[src/rtl/icache_direct.sv]
// rtl/icache_direct.sv - direct-mapped read-only instruction cache with single-word fills
//
// Ports:
//   CLK, RST         clock; asynchronous active-high reset
//   imemREN          fetch request from datapath
//   imemaddr         fetch byte address (bits [1:0] ignored)
//   ihit, imemload   hit indication and instruction word (valid same cycle)
//   flush            invalidate every frame, abandon any fill in progress
//   iREN, iaddr      fill request/word address to memory controller
//   iload, iwait     fill data; iwait low marks iload valid
//   miss_count       saturating count of completed fills
`timescale 1ns/1ps

module icache_direct #(
    parameter int FRAMES = 16,
    parameter int IDXW   = 4,
    parameter int CNTW   = 16
) (
    input  logic            CLK,
    input  logic            RST,
    input  logic            imemREN,
    input  logic [31:0]     imemaddr,
    output logic            ihit,
    output logic [31:0]     imemload,
    input  logic            flush,
    output logic            iREN,
    output logic [31:0]     iaddr,
    input  logic [31:0]     iload,
    input  logic            iwait,
    output logic [CNTW-1:0] miss_count
);

    localparam int TAGW = 30 - IDXW;

    typedef enum logic {
        IDLE = 1'b0,
        FILL = 1'b1
    } state_t;

    state_t            state;
    logic [FRAMES-1:0] valid;
    logic [TAGW-1:0]   tags [FRAMES];
    logic [31:0]       data [FRAMES];

    // Word address of the outstanding miss; the fill works from this copy so
    // the datapath may change imemaddr freely while the fill is in flight.
    logic [29:0]       miss_word;

    logic [TAGW-1:0]   req_tag;
    logic [IDXW-1:0]   req_idx;
    logic [TAGW-1:0]   fill_tag;
    logic [IDXW-1:0]   fill_idx;
    logic              hit;
    logic              fill_done;
    logic              unused_offset;

    assign req_tag  = imemaddr[31:IDXW+2];
    assign req_idx  = imemaddr[IDXW+1:2];
    assign fill_tag = miss_word[29:IDXW];
    assign fill_idx = miss_word[IDXW-1:0];

    // Byte offset within the word has no meaning for a word-wide cache.
    assign unused_offset = &{1'b0, imemaddr[1:0]};

    assign hit = (state == IDLE) && imemREN && valid[req_idx]
                 && (tags[req_idx] == req_tag);

    // flush suppresses the hit so a fetch never sees a frame that is being
    // invalidated on this very edge.
    assign ihit     = hit && !flush;
    assign imemload = ihit ? data[req_idx] : 32'h0;

    // Fill request depends on state only, keeping iwait out of any
    // combinational path back into the memory controller.
    assign iREN  = (state == FILL);
    assign iaddr = {miss_word, 2'b00};

    // A fill that coincides with flush is discarded entirely.
    assign fill_done = (state == FILL) && !iwait && !flush;

    always_ff @(posedge CLK or posedge RST) begin
        if (RST) begin
            state      <= IDLE;
            valid      <= '0;
            miss_word  <= '0;
            miss_count <= '0;
        end else if (flush) begin
            state <= IDLE;
            valid <= '0;
        end else begin
            case (state)
                IDLE: begin
                    if (imemREN && !hit) begin
                        miss_word <= imemaddr[31:2];
                        state     <= FILL;
                    end
                end
                FILL: begin
                    if (!iwait) begin
                        valid[fill_idx] <= 1'b1;
                        if (miss_count != {CNTW{1'b1}}) begin
                            miss_count <= miss_count + CNTW'(1);
                        end
                        state <= IDLE;
                    end
                end
                default: state <= IDLE;
            endcase
        end
    end

    // Tag and data arrays carry no reset; valid bits alone qualify them.
    always_ff @(posedge CLK) begin
        if (fill_done) begin
            tags[fill_idx] <= fill_tag;
            data[fill_idx] <= iload;
        end
    end

endmodule

[config.mk]
export PLATFORM = sky130hd
export DESIGN_NAME = icache_direct
export DESIGN_NICKNAME = d
export VERILOG_FILES = /design/src/rtl/icache_direct.sv
export SDC_FILE = /design/constraint.sdc
export NUM_CORES = 1
export LEC_CHECK = 0
export ABC_CLOCK_PERIOD_IN_PS = 7500
export CORE_UTILIZATION = 40
export CTS_CLUSTER_SIZE = 40
export DETAILED_ROUTE_END_ITERATION = 10
export GPL_ROUTABILITY_DRIVEN = 0
export PLACE_DENSITY_LB_ADDON = 0.15
export SLEW_MARGIN = 25
export SYNTH_ARGS = -nofsm -noshare
export SYNTH_HDL_FRONTEND = slang
export SYNTH_SLANG_ARGS = --single-unit
[constraint.sdc]
create_clock -name CLK -period 7.5 [get_ports CLK]
set_clock_uncertainty 0.1 [all_clocks]
set_input_delay 1.5 -clock CLK [delete_from_list [all_inputs] [get_ports CLK]]
set_output_delay 1.5 -clock CLK [all_outputs]
set_load 0.1 [all_outputs]
==> results of run 1 <==
[where the power goes]
| group | leakage, nW | total [mW] | internal [mW] | switching, mW |
|---|---|---|---|---|
| combinational | 3.65 | 0.985 | 0.328 | 0.656 |
| clock | 1.63 | 5.00 | 2.92 | 2.09 |
| sequential | 9.15 | 6.40 | 6.23 | 0.166 |
| total | 14.4 | 12.4 | 9.48 | 2.91 |
[sequential cells by signal (all words and copies together) (netlist names)]
name,cells
valid,16
miss_count,16
tags,416
data,512
iREN,1
miss_word,30
[cell type report]
class	count	area [µm²]	area share
multi-input cells	613	8570	0.189
well taps	1265	1580	0.0349
inverters	25	96.3	0.00212
repair buffers	201	2380	0.0525
clock inverters	58	538	0.0119
clock buffers	139	2790	0.0614
flip-flops and latches	991	29400	0.649
[placed cells by master (no fill, tap or decap), types with 12 or more instances in the layout]
| master | instances |
|---|---|
| nand2_1 | 20 |
| clkinv_2 | 22 |
| mux4_2 | 257 |
| clkbuf_1 | 31 |
| nand3_1 | 14 |
| nor2b_1 | 36 |
| nor2_4 | 16 |
| inv_1 | 22 |
| clkdlybuf4s50_1 | 109 |
| o22ai_1 | 31 |
| clkinv_1 | 24 |
| nor2_1 | 12 |
| dfrtp_1 | 63 |
| buf_12 | 47 |
| mux2_1 | 29 |
| edfxtp_1 | 928 |
| clkbuf_16 | 105 |
| mux2_2 | 21 |
| buf_4 | 42 |
| mux2i_1 | 39 |
| xnor2_1 | 35 |
[kinds of logic (layout without fill, tap and decap cells)]
group,Yosys count,count (layout)
adder cells (fa/ha/maj),1,1
AO/OA/AOI/OAI,70,70
other,1,2
flip-flops,991,991
XOR/XNOR,41,41
buffers and inverters,111,423
AND/OR/NAND/NOR,153,153
multiplexers,346,346
[routing by layer]
layer | GRT usage | up-vias | wire, µm
met5 | 0 | - | 41
met4 | 0.0456 | 6 | 1900
met3 | 0.0313 | 128 | 4060
met2 | 0.305 | 451 | 44200
met1 | 0.273 | 9845 | 40900
li1 | - | 7624 | -
[how the worst max path moves through the flow]
stage,from,endpoint,slack [ps],cells past startpoint
2_1_floorplan,imemaddr[5],imemload[10],560,12
3_3_place_gp,imemaddr[2],imemload[30],610,12
3_5_place_dp,imemaddr[2],imemload[30],670,12
4_1_cts,imemaddr[2],imemload[30],650,12
5_1_grt,imemaddr[2],imemload[30],450,12
6_report,imemaddr[2],imemload[30],710,11
[critical path: cells and delay by family]
family	cells	cell delay, ps
buf+inv	4	1020
simple gates	4	980
xor+xnor	1	400
mux	2	1080
[metrics by stage]
| stage | cell area (µm²) | power (mW) | worst slack [ps] | hold slack [ps] |
|---|---|---|---|---|
| global placement | 42100 | 7.49 | 605 | 377 |
| global route | 45400 | 12.8 | 455 | 405 |
| CTS | 45400 | 12.5 | 649 | 391 |
| floorplan | 38400 | 7.13 | 563 | 401 |
| finish | 45400 | 12.4 | 710 | 393 |
| detailed placement | 42100 | 7.52 | 672 | 371 |
==> results.cfg, run 1 <==
[worst_hold_path]
min_to = miss_count[11]
worstHoldPathType = register to register
timing.hold.worst_path_depth = 1
worst_hold_startpoint = miss_count[11]

[logic_synthesis]
synth_xor_xnor_area_share = 0.00935
yosysMostFrequentCell = edfxtp_1
seq_area_frac_synth = 0.766
synth-edff-count = 928
synth_top_cells_by_count = 928 x edfxtp_1, 257 x mux4_2, 63 x dfrtp_1
synth_top_area_frac = 0.725
netlist.top_cell.by_area = edfxtp_1
synth-compound-area-share = 0.0129
synthesis.area_per_instance_um2 = 22.4
yosysWarningCount = 0
synth_top_flop_cell = edfxtp_1
netlist_area_mm2 = 0.0384
fraction_of_the_mapped_netlist_area_in_simple_logic_gates = 0.0216
synth-async-reset-ratio = 0.0636
synth.mux.area_fraction = 0.175
yosys_register_bits = 991
synthesis.instances = 1714
synth.distinct_cells = 57
post_synth_adder_cell_area = 0.000326
synth_top_family_by_area = multiplexers
synth.top_cells.by_area = edfxtp_1 73%, mux4_2 15%, dfrtp_1 4.1%, mux2i_1 1.0%, mux2_1 0.85%

[timing]
timing.max_slew.rel_slack = 0.286
max_freq_mhz = 147
hold_violation_count_in_the_final_report = 0
grt_setup_unrepaired = false
setup_tns_ps = 0
slew_violations = 0
slew_worst_pin_ps = 1070
fin_crit_ps = 6790
period_share = 0.905
final_setup_violation_count = 0

[power_and_ir_drop]
worst_ir_drop_vdd_mv = 0.151
power_density_of_the_placed_cells_mw_per_mm2 = 273
power.static_leakage_nw = 14.4

[outcome]
run_status = complete, no violations

[global_routing]
grt_pass1_wl_mm = 134
number_of_antenna_violations_at_the_first_check_in_global_routing = 3
number_of_global_route_vias_before_repair = 19100
grt_remaining_overflow = 0
grt_start_max_net_pins = 123
all_layer_global_routing_usage = 0.190

[critical_path]
timing.critical_path.fanout_max = 50
r2r-start = tags[13][13]
crit_chain = buf_8 -> mux4_2 -> mux4_2 -> xnor2_1 -> nand4_1 -> nor3_1 -> nand4b_1 -> buf_12 -> nor2b_1 -> buf_4 -> buf_12
worst_ep_required_time_ps = 5900
critPathLaunchType = input pin
worstReg2RegEnd = miss_word[10]
criticalPathCategory = input pin to output port
slowest_delay_ps = 590
worst_setup_path_end_kind = output port
cpMaxStageDelayCell = mux4_2
rrSetupSlack_ps = 3660
rr_worst_depth = 9
worst_ep_arrival_time_ps = 5190

[layout]
finalNetCount = 2006
post_route_cells_drive_above_1_share = 0.264
syn_to_final_growth_pct = 18.2
final_core_utilization = 0.478
final_cell_count_no_fill = 3292
fillers = 7865
num_antenna_cells = 0

[floorplan]
total_die_area_mm2 = 0.0973
top_level_ports = 151
floorplan.initialDensity = 0.404
die_h_um = 312
placement_rows = 113
fp.coreArea_mm2 = 0.0950
die-width_um = 312

[placed_design]
placed_cells_incl_taps = 3095
place.detailed.hpwl_mm = 46.8
port_buffers = 146

[cts]
cts_made_buffers = 104
clkLatencyLatePin_ps = 660
cts-resized-gates = 0
postCtsSetupBuffers = 0
clock-sinks = 991
htree_num_levels = 3
hold_fix_buffers_cts = 0
cts.path.max_buffers = 3
cts.root.buffer_cell = clkbuf_16
clk_pin_slew_worst_paths_ps = 60
tritoncts_clock_tree = done

[drt]
route.antenna.remaining_nets = 0
wirelength_per_cell_um = 27.7
detail_route.wirelength_mm = 91.0
route.vias.total = 18100
drc = 0
routed_via_density = 5.48
detailedRoute.firstIterationViolations = 1546
drt_pre_antenna_iters = 5

[job]
drv_cap = 0
No activity file was read; power rests on OpenSTA's default activity.
==> run 2, diff against run 1 <==
PLACE_DENSITY = 0.63   (was unset)
PLACE_DENSITY_LB_ADDON = unset   (was 0.15)
==> run 2 against run 1 <==
Final cell count is 0.67% lower. Sequential power about the same. Via count rose by 0.12%. Power decreased by 2.5%. Global-route usage shrank 0.78 points. Flip-flop and latch count unchanged.
==> results.cfg, run 2 (synthesized netlist as in run 1, its figures left out) <==
[cts]
clock-sinks = 991
cts.root.buffer_cell = clkbuf_16
htree_num_levels = 3
tritoncts_clock_tree = done
cts_made_buffers = 100
clk_pin_slew_worst_paths_ps = 60
postCtsSetupBuffers = 0
clkLatencyLatePin_ps = 650
cts-resized-gates = 0
hold_fix_buffers_cts = 0
cts.path.max_buffers = 3

[critical_path]
worst_setup_path_end_kind = output port
critPathLaunchType = input pin
worstReg2RegEnd = miss_word[22]
crit_chain = buf_8 -> buf_4 -> mux4_2 -> o22ai_1 -> nor3_1 -> xnor2_1 -> nand4_1 -> nor3_1 -> nand4b_1 -> buf_12 -> nor2b_1 -> buf_12
timing.critical_path.fanout_max = 52
worst_ep_required_time_ps = 5900
rr_worst_depth = 9
r2r-start = tags[12][25]
cpMaxStageDelayCell = buf_4
criticalPathCategory = input pin to output port
slowest_delay_ps = 560
rrSetupSlack_ps = 3910
worst_ep_arrival_time_ps = 5270

[floorplan]
floorplan.initialDensity = 0.404
top_level_ports = 151
die-width_um = 312
die_h_um = 312
fp.coreArea_mm2 = 0.0950
placement_rows = 113
total_die_area_mm2 = 0.0973

[timing]
final_setup_violation_count = 0
hold_violation_count_in_the_final_report = 0
grt_setup_unrepaired = false
max_freq_mhz = 146
timing.max_slew.rel_slack = 0.284
slew_violations = 0
fin_crit_ps = 6870
slew_worst_pin_ps = 1070
setup_tns_ps = 0
period_share = 0.916

[placed_design]
post_dp_cell_area_mm2 = 0.0420
port_buffers = 146
place.detailed.hpwl_mm = 47.3

[outcome]
run_status = complete, no violations

[global_routing]
number_of_antenna_violations_at_the_first_check_in_global_routing = 5
number_of_global_route_vias_before_repair = 18900
grt_pass1_wl_mm = 129
grt_remaining_overflow = 0
all_layer_global_routing_usage = 0.183
grt_start_max_net_pins = 108

[drt]
detail_route.wirelength.met1_mm = 37.5
wirelength_per_cell_um = 27.0
detailedRoute.firstIterationViolations = 1714
drt_pre_antenna_iters = 5
route.vias.total = 18100
routed_via_density = 5.53
routed-wl-met2_mm = 43.2
route.antenna.remaining_nets = 0
drc = 0
top_routing_layer_used = met5
met3WireLength_mm = 5.68
detail_route.wirelength_mm = 88.2

[power_and_ir_drop]
power_density_of_the_placed_cells_mw_per_mm2 = 268
worst_ir_drop_vdd_mv = 0.185
power.static_leakage_nw = 14.3

[layout]
registers.top_by_ff_count = data
syn_to_final_growth_pct = 17.4
finalNetCount = 1996
final_cell_area_mm2 = 0.0451
post_route_cells_drive_above_1_share = 0.258
commonest_cells_after_routing_fill_and_taps_aside = 928 x edfxtp_1, 257 x mux4_2, 107 x clkdlybuf4s50_1
largest_reg_flops = 512
top_regs = data x512, tags x416, miss_word x30
fillers = 7759
most_common_cell_after_layout_fill_and_taps_aside = edfxtp_1

[worst_hold_path]
worst_hold_startpoint = miss_count[11]
timing.hold.worst_path_depth = 1
min_to = miss_count[11]
worstHoldPathType = register to register

[job]
drv_cap = 0
[run 2: changes by cell type in the layout (fill, tap and decap cells not counted), sizes merged, moves of 2 or more]
| cell | before | now |
|---|---|---|
| clkdlybuf4s50 | 109 | 107 |
| clkbuf | 139 | 128 |
| bufinv | 9 | 5 |
| buf | 92 | 88 |
| clkinv | 48 | 44 |
[run 2: where the power goes]
| part | internal, mW | switching (mW) | total (mW) |
|---|---|---|---|
| sequential | 6.23 | 0.166 | 6.40 |
| clock | 2.66 | 2.04 | 4.70 |
| combinational | 0.324 | 0.652 | 0.976 |
| total | 9.22 | 2.86 | 12.1 |
[run 2: cell type report]
class	instances	area (µm²)	share of cell area
sequential	991	29400	0.653
multi-input combinational	613	8570	0.190
clock buffer	128	2640	0.0585
timing repair buffer	195	2330	0.0516
tap	1265	1580	0.0351
clock inverter	52	440	0.00977
inverter	25	95.1	0.00211
antenna	1	2.50	0.0000555
[run 2: worst max path at each step]
stage / start / endpoint / slack (ps) / cells past startpoint
5_1_grt: imemaddr[2] / imemload[14] / 360 / 12
2_1_floorplan: imemaddr[5] / imemload[10] / 560 / 12
3_3_place_gp: imemaddr[2] / imemload[11] / 580 / 12
6_report: imemaddr[2] / imemload[12] / 630 / 12
4_1_cts: imemaddr[2] / imemload[26] / 600 / 12
3_5_place_dp: imemaddr[2] / imemload[26] / 630 / 12
[run 2: routing by layer]
| metal | up-vias | global-route usage |
|---|---|---|
| met5 | - | 0 |
| met4 | 10 | 0.0410 |
| met3 | 115 | 0.0362 |
| met2 | 613 | 0.293 |
| met1 | 9741 | 0.259 |
| li1 | 7597 | - |
[run 2: critical path, delay by kind of cell]
kind / cells / cell delay (ps)
AND/OR/NAND/NOR: 5 / 1160
buffers and inverters: 4 / 1560
multiplexers: 1 / 560
XOR/XNOR: 1 / 220
AO/OA/AOI/OAI: 1 / 160
[run 2: per-stage QoR]
stage	hold WS (ps)	instances	power (mW)	util	setup WS [ps]
6_report	393	3270	12.1	0.475	632
5_1_grt	418	3269	12.4	0.475	361
3_5_place_dp	385	3087	7.50	0.442	633
4_1_cts	397	3267	12.2	0.474	600
2_1_floorplan	401	1715	7.13	-	563
3_3_place_gp	376	3087	7.47	0.442	583
==> run 3, diff against run 2 <==
CORE_MARGIN = 5   (was unset)
==> run 3 against run 2 <==
Sequential share of layout area about the same. Global-route usage down 1.0 points. Utilization down 0.067 points. Via count up 0.37%. Maximum frequency up 1.2%. Routed wire length up 0.88%. Highest routed layer unchanged.
==> results.cfg, run 3 (synthesized netlist as in run 1, its figures left out) <==
[floorplan]
die-width_um = 320
die_h_um = 320
placement_rows = 113
top_level_ports = 151
floorplan.initialDensity = 0.404
total_die_area_mm2 = 0.102
fp.coreArea_mm2 = 0.0952

[drt]
detail_route.wirelength_mm = 89.0
route.vias.total = 18100
drc = 0
wirelength_per_cell_um = 27.3
route.antenna.remaining_nets = 0
routed_via_density = 5.56
drt_pre_antenna_iters = 5
detailedRoute.firstIterationViolations = 1751

[cts]
tritoncts_clock_tree = done
clk_pin_slew_worst_paths_ps = 60
postCtsSetupBuffers = 0
cts-resized-gates = 0
clock-sinks = 991
hold_fix_buffers_cts = 0
cts.path.max_buffers = 3
cts.root.buffer_cell = clkbuf_16
htree_num_levels = 3
clkLatencyLatePin_ps = 650
cts_made_buffers = 95

[layout]
final_cell_count_no_fill = 3264
final_cell_area_mm2 = 0.0451
commonest_cells_after_routing_fill_and_taps_aside = 928 x edfxtp_1, 257 x mux4_2, 108 x clkdlybuf4s50_1
finalNetCount = 1989
registers.top_by_ff_count = data
post_route_cells_drive_above_1_share = 0.260
top_regs = data x512, tags x416, miss_word x30
most_common_cell_after_layout_fill_and_taps_aside = edfxtp_1
largest_reg_flops = 512
syn_to_final_growth_pct = 17.4

[timing]
period_share = 0.905
slew_worst_pin_ps = 1070
slew_violations = 0
timing.max_slew.rel_slack = 0.284
final_setup_violation_count = 0
max_freq_mhz = 147
grt_setup_unrepaired = false
fin_crit_ps = 6790
setup_tns_ps = 0
hold_violation_count_in_the_final_report = 0

[placed_design]
port_buffers = 146
post_dp_cell_area_mm2 = 0.0420
placed_cells_incl_taps = 3086
place.detailed.hpwl_mm = 46.5

[critical_path]
cpMaxStageDelayCell = nor4b_1
crit_chain = buf_8 -> buf_4 -> nor2_1 -> a22o_1 -> o21ai_0 -> nor4b_1 -> o21ai_0 -> nor3_1 -> nand4b_1 -> buf_12 -> nor2b_1 -> buf_4 -> buf_12
worst_setup_path_end_kind = output port
worst_ep_required_time_ps = 5900
criticalPathCategory = input pin to output port
worst_ep_arrival_time_ps = 5190
slowest_delay_ps = 630
timing.critical_path.fanout_max = 56
critPathLaunchType = input pin

[worst_hold_path]
worstHoldPathType = register to register

[power_and_ir_drop]
worst_ir_drop_vdd_mv = 0.193
power_consumption_mw = 12.0
power.static_leakage_nw = 14.3
power_density_of_the_placed_cells_mw_per_mm2 = 267

[global_routing]
number_of_antenna_violations_at_the_first_check_in_global_routing = 6
grt_start_max_net_pins = 93
all_layer_global_routing_usage = 0.172
grt_remaining_overflow = 0
grt_pass1_wl_mm = 130
number_of_global_route_vias_before_repair = 18800

[outcome]
run_status = complete, no violations

[job]
drv_cap = 0
[run 3: changes by cell type in the layout (fill, tap and decap cells not counted), sizes merged]
cell and change:
diode +3, bufinv +2, clkinv -2, clkbuf -8, clkinvlp +1, buf -3, clkdlybuf4s50 +1
[run 3: stage by stage]
step                 util  hold slack, ps  setup WS (ps)
finish              0.474             386            714
global route        0.474             439            421
detailed placement  0.442             381            668
CTS                 0.474             390            616
floorplan               -             401            563
global placement    0.442             377            659
[run 3: cell type report]
cell class | count | area, µm²
diodes | 4 | 10.0
clock buffers | 120 | 2550
inverters | 25 | 95.1
repair buffers | 193 | 2370
flip-flops and latches | 991 | 29400
clock inverters | 53 | 482
multi-input cells | 613 | 8570
well taps | 1265 | 1580
fillers | 7678 | 50100
[run 3: path summary, 6_finish.rpt]
kind	from	depth (start not counted)	end	slack (ps)
setup / recovery	imemaddr[2]	13	imemload[27]	710
hold / removal	miss_count[5]	1	miss_count[5]	390
setup reg to reg	tags[4][25]	9	miss_word[4]	3500
hold reg to reg	miss_count[5]	1	miss_count[5]	390
max in group asynchronous	RST	3	miss_word[23]	5300
min in group asynchronous	RST	3	miss_word[5]	1350
[run 3: critical path, delay by kind of cell]
kind	cells	cell delay, ps
buffers and inverters	5	1600
AOI/OAI and AO/OA	3	580
and+or+nand+nor	5	1400
[run 3: report_power, final]
part,total [mW],internal (mW),switching [mW]
clock network,4.66,2.66,2.00
logic,0.981,0.325,0.655
registers,6.40,6.23,0.166
[run 3: routing by layer]
metal	global-route usage	wire length [µm]	up-vias
li1	-	-	7595
met1	0.247	37900	9800
met2	0.282	43700	623
met3	0.0302	5930	122
met4	0.0342	1440	2
met5	0	7	-
